[src/rtl/counter_pkg.sv]
// Shared encodings and sizing helper for the up/down counter and its prescaler.
package counter_pkg;

    localparam logic DIR_UP    = 1'b1;
    localparam logic DIR_DOWN  = 1'b0;
    localparam logic MODE_WRAP = 1'b0;
    localparam logic MODE_SAT  = 1'b1;

    // Prescaler counter width; never narrower than one bit.
    function automatic int presc_w(input int prescale);
        return (prescale > 2) ? $clog2(prescale) : 1;
    endfunction

endpackage

[src/rtl/tick_prescaler.sv]
// Divides enabled cycles by PRESCALE, producing a one-cycle tick; clr restarts the division.
module tick_prescaler
    import counter_pkg::*;
#(
    parameter int PRESCALE = 1
) (
    input  logic clk,
    input  logic rst,
    input  logic en,
    input  logic clr,
    output logic tick
);

    localparam int PW = presc_w(PRESCALE);
    localparam logic [PW-1:0] PLAST = PW'(PRESCALE - 1);

    logic [PW-1:0] pcnt_q, pcnt_d;

    // With PRESCALE=1 PLAST is 0, pcnt never leaves 0 and tick reduces to en.
    assign tick = en && (pcnt_q == PLAST);

    always_comb begin
        pcnt_d = pcnt_q;
        if (clr)
            pcnt_d = '0;
        else if (tick)
            pcnt_d = '0;
        else if (en)
            pcnt_d = pcnt_q + PW'(1);
    end

    always_ff @(posedge clk) begin
        if (rst)
            pcnt_q <= '0;
        else
            pcnt_q <= pcnt_d;
    end

endmodule

[src/rtl/sync_updown_counter.sv]
// Parametrised synchronous up/down counter with prescaler, load, wrap/saturate,
// terminal-count pulse and sticky overflow flag. All outputs are registered.
module sync_updown_counter
    import counter_pkg::*;
#(
    parameter int WIDTH    = 3,
    parameter int MODULUS  = 8,
    parameter int PRESCALE = 1
) (
    input  logic             clk,
    input  logic             rst,
    input  logic             en,
    input  logic             up_dn,
    input  logic             sat_mode,
    input  logic             load,
    input  logic [WIDTH-1:0] load_val,
    input  logic             clr_ovf,
    output logic [WIDTH-1:0] q,
    output logic             tc,
    output logic             ovf
);

    localparam logic [WIDTH-1:0] CMAX = WIDTH'(MODULUS - 1);
    localparam logic [WIDTH:0]   CMOD = (WIDTH + 1)'(MODULUS);

    logic [WIDTH-1:0] cnt_q, cnt_d;
    logic             tc_q, tc_d;
    logic             ovf_q, ovf_d;
    logic             tick;
    logic             at_edge;
    logic             bnd;
    logic [WIDTH-1:0] load_clamped;

    tick_prescaler #(
        .PRESCALE (PRESCALE)
    ) u_presc (
        .clk  (clk),
        .rst  (rst),
        .en   (en),
        .clr  (load),
        .tick (tick)
    );

    // Compare in WIDTH+1 bits so MODULUS == 2**WIDTH never clamps.
    assign load_clamped = ({1'b0, load_val} < CMOD) ? load_val : CMAX;

    assign at_edge = (up_dn == DIR_UP) ? (cnt_q == CMAX) : (cnt_q == '0);
    // A load on the same edge suppresses the count, so no boundary event either.
    assign bnd     = tick && !load && at_edge;

    always_comb begin
        cnt_d = cnt_q;
        if (load)
            cnt_d = load_clamped;
        else if (tick) begin
            if (!at_edge)
                cnt_d = (up_dn == DIR_UP) ? cnt_q + WIDTH'(1) : cnt_q - WIDTH'(1);
            else if (sat_mode == MODE_WRAP)
                cnt_d = (up_dn == DIR_UP) ? '0 : CMAX;
        end
    end

    always_comb begin
        tc_d  = bnd;
        ovf_d = ovf_q;
        if (bnd)
            ovf_d = 1'b1;
        else if (clr_ovf)
            ovf_d = 1'b0;
    end

    always_ff @(posedge clk) begin
        if (rst) begin
            cnt_q <= '0;
            tc_q  <= 1'b0;
            ovf_q <= 1'b0;
        end else begin
            cnt_q <= cnt_d;
            tc_q  <= tc_d;
            ovf_q <= ovf_d;
        end
    end

    assign q   = cnt_q;
    assign tc  = tc_q;
    assign ovf = ovf_q;

endmodule

[config.mk]
export PLATFORM = sky130hd
export DESIGN_NAME = sync_updown_counter
export DESIGN_NICKNAME = d
export VERILOG_FILES = /design/src/rtl/counter_pkg.sv /design/src/rtl/tick_prescaler.sv /design/src/rtl/sync_updown_counter.sv
export SDC_FILE = /design/constraint.sdc
export NUM_CORES = 1
export LEC_CHECK = 0
export CORE_AREA = 2 2 39 41
export CTS_BUF_LIST = sky130_fd_sc_hd__clkbuf_16
export DETAILED_ROUTE_END_ITERATION = 6
export DIE_AREA = 0 0 41 43
export HOLD_SLACK_MARGIN = 0.15
export PLACE_DENSITY = 0.68
export REMOVE_ABC_BUFFERS = 1
export SLEW_MARGIN = 30
export SYNTH_ARGS = -nofsm -noshare
export SYNTH_HDL_FRONTEND = slang
export SYNTH_SLANG_ARGS = --single-unit
[constraint.sdc]
create_clock -name clk -period 2.57 [get_ports clk]
set_input_delay 0.514 -clock clk [delete_from_list [all_inputs] [get_ports clk]]
set_output_delay 0.514 -clock clk [all_outputs]
set_load 0.01 [all_outputs]
==> results.sh <==
export IMPL_status="finished, final reports clean"
export IMPL_crit_path_start="up_dn"
export IMPL_cts_hold_buf=0
export IMPL_antenna_cells_inserted=0
export IMPL_static_leak_nw=0.248
export IMPL_synth_top_cell_area_share_pct=32.2
export IMPL_die_h_um=43
export IMPL_layout_drive_gt1_share_pct=9.84
export IMPL_placed_instances=74
export IMPL_initial_core_util_pct=26.9
export IMPL_vias_in_the_first_global_route=281
export IMPL_timing_critical_path_buf_inv=2
export IMPL_cts_htree_levels=1
export IMPL_critical_path_cell_chain="clkdlybuf4s50_1 > inv_1 > fa_1 > nor2b_1 > o21ai_0 > o221ai_1 > nand2_1 > o22ai_1"
export IMPL_drc_errors=0
export IMPL_worst_path_dominant_cell_family="buffers and inverters"
export IMPL_worst_hold_path_type="reg2reg"
export IMPL_syn_inst=44
export IMPL_cp_data_required_time_ns=2.67
export IMPL_synth_edf_count=0
export IMPL_slew_headroom_pct=77.2
export IMPL_clock_insertion_delay_at_the_later_pin_of_the_skew_report_ns=0.23
export IMPL_die_w_um=41
export IMPL_globalplace_congestion=0.713
export IMPL_critical_path_cell_count=8
export IMPL_worstMarginPinSlew_ns=0.342
export IMPL_crit_fanout=7
export IMPL_dp_hpwl_um=608
export IMPL_synth_top_area_cell="dfxtp_1"
export IMPL_cts_made_buffers=3
export IMPL_worst_r2r_endpoint="q[1]"
export IMPL_tns_ns=0
export IMPL_finalSetupViolations=0
export IMPL_worstHoldStart="u_presc.pcnt_q"
export IMPL_ys_top_cells_by_area="dfxtp_1 (32%), fa_1 (5.4%), inv_1 (5.0%)"
export IMPL_ctsLongestPathBuffers=2
export IMPL_finish_cell_count_without_fillers=77
export IMPL_via_count=376
export IMPL_synth_seq_cells=6
export IMPL_cts_repair_timing_setup_buffer_count=0
export IMPL_synth_lib_cells_used_distinct=25
export IMPL_tcrit_tclk_final_pct=84.4
export IMPL_report_final_hold_viol_count=0
export IMPL_grt_start_max_net_pins=10
export IMPL_nNetsFinal=74
export IMPL_worst_voltage_drop_across_the_vdd_grid_v=0.000355
export IMPL_synth_async_reset_ratio_pct=0
export IMPL_syn_cell_area_sq_um=373
export IMPL_antenna_found_initial=0
export IMPL_synthToLayoutAreaGrowth_pct=64.1
export IMPL_cpPeakStageDelay_ns=0.58
export IMPL_io_buffer_count=14
export IMPL_wire_length_of_the_first_global_routing_pass_mm=1.20
export IMPL_ctsResizeCount=0
export IMPL_grt_busiest_layer="met2"
export IMPL_cts_tree="yes"
export IMPL_drt_pass1_iter_count=4
export IMPL_rsz0062_at_grt="no"
export IMPL_postRouteWirelength_um=821
export IMPL_cellPowerDensity_mw_per_mm2=705
export IMPL_root_cell_of_the_clock_tree="clkbuf_16"
export IMPL_reg2reg_setup_slack_ns=0.97
export IMPL_layout_min_cycle_time_ns=2.17
export IMPL_clock_fmax_mhz=461
export IMPL_io_pins=15
export IMPL_crit_path_start_kind="input pin"
export IMPL_regToRegStartpoint="q[1]"
export IMPL_cp_max_stage_cell="clkdlybuf4s50_1"
export IMPL_std_cell_rows=14
export IMPL_drv_max_cap_violation_count=0
export IMPL_fin_worst_skew_ns=0.000574
export IMPL_drt_wirelength_per_cell_um=10.7
export IMPL_total_power_uw=432
export IMPL_crit_path_end_kind="register"
export IMPL_synth_cells_most_frequent="dfxtp_1 (6), inv_1 (5), nand2_1 (3), o21ai_0 (3)"
export IMPL_cts_sinks=6
export IMPL_critical_path_arrival_ns=2.27
export IMPL_detailedRoute_firstIterationViolations=5
export IMPL_synth_seq_area_share_pct=32.2
export IMPL_placeableCoreArea_sq_mm=0.00138
export IMPL_reg2reg_depth=5
export IMPL_fp_dieArea_sq_mm=0.00176
export IMPL_ys_warnings_count=0
export IMPL_syn_area_per_cell_sq_um=8.47
export IMPL_gr_usage_met3_pct=4.71
export IMPL_clkTransAtPathRegs_ns=0.03
export IMPL_grt_met1_usage_pct=12.9
export IMPL_ys_dominant_reg_cell="dfxtp_1"
export IMPL_globalRouteMet2Util_pct=13.1
export IMPL_via_per_inst=4.88
export IMPL_antenna_violating_nets_post_route=0
export IMPL_crit_end="q[2]"
export IMPL_grt_use_total_pct=10.4
export IMPL_timing_setup_critical_path_class="in2reg"
export IMPL_overflow=0
export IMPL_most_numerous_cell_in_the_yosys_netlist="dfxtp_1"
export IMPL_report_final_slew_viol_count=0
-- final cells by class --
type	count	area [sq um]
Fill cell	138	772
Multi-Input combinational cell	32	230
Timing Repair Buffer	15	148
Sequential cell	6	120
Clock buffer	3	75.1
Tap cell	16	20.0
Inverter	5	18.8
-- power breakdown --
group | internal [mW] | switching (mW) | total [mW]
registers | 0.0990 | 0.00855 | 0.108
logic | 0.0446 | 0.0311 | 0.0757
clock network | 0.199 | 0.0491 | 0.248
-- through the flow --
step | area [sq um] | hold WS (ns) | util, % | setup WS [ns]
finish | 612 | 0.474 | 44.2 | 0.400
global route | 612 | 0.482 | 44.2 | 0.185
CTS | 612 | 0.479 | 44.2 | 0.380
detailed placement | 537 | 0.477 | 38.8 | 0.150
global placement | 537 | 0.463 | 38.8 | 0.200
floorplan | 369 | 0.452 | - | 0.899
-- state kept, by name, indices dropped and copies added, names as in the netlist --
signal / flops
u_presc.pcnt_q: 1
ovf: 1
tc: 1
q: 3
-- worst register-to-register path: cells and delay by family (launching register included) --
kind,cells,cell delay [ns]
flops,1,0.46
compound gates,4,0.53
fa+ha+maj,1,0.48
-- per-layer routing --
metal	part of all wire (%)	up-vias	wire length, um
met5	0	-	0
li1	-	193	-
met2	48	8	395
met4	0.97	0	8
met3	4.6	2	38
met1	46	173	378
-- cell families after synthesis --
logic type                 count (synthesis)  synth area share [%]
buffers and inverters                      6                  6.04
and+or+nand+nor                           14                  20.5
muxes                                      1                  4.03
DFF                                        6                  32.2
AOI/OAI and AO/OA                         15                  29.5
xor gates and xnor gates                   1                  2.35
adders and majority gates                  1                  5.37
-- worst min path at each step --
stage	end	slack (ns)	cells past startpoint
6_report	u_presc.pcnt_q	0.47	1
5_1_grt	u_presc.pcnt_q	0.48	1
4_1_cts	u_presc.pcnt_q	0.48	1
3_5_place_dp	u_presc.pcnt_q	0.48	1
3_3_place_gp	u_presc.pcnt_q	0.46	1
2_1_floorplan	u_presc.pcnt_q	0.45	1
-- placed cells by master (no fill, tap or decap), drive strengths merged, types with 2 or more instances in the layout --
master	count
a31oi	2
clkbuf	3
clkdlybuf4s50	14
dfxtp	6
inv	5
nand2	3
nand2b	2
nor2	2
nor2b	2
nor3	2
o21ai	3
o221ai	2
(Power assumes the default switching activity.)
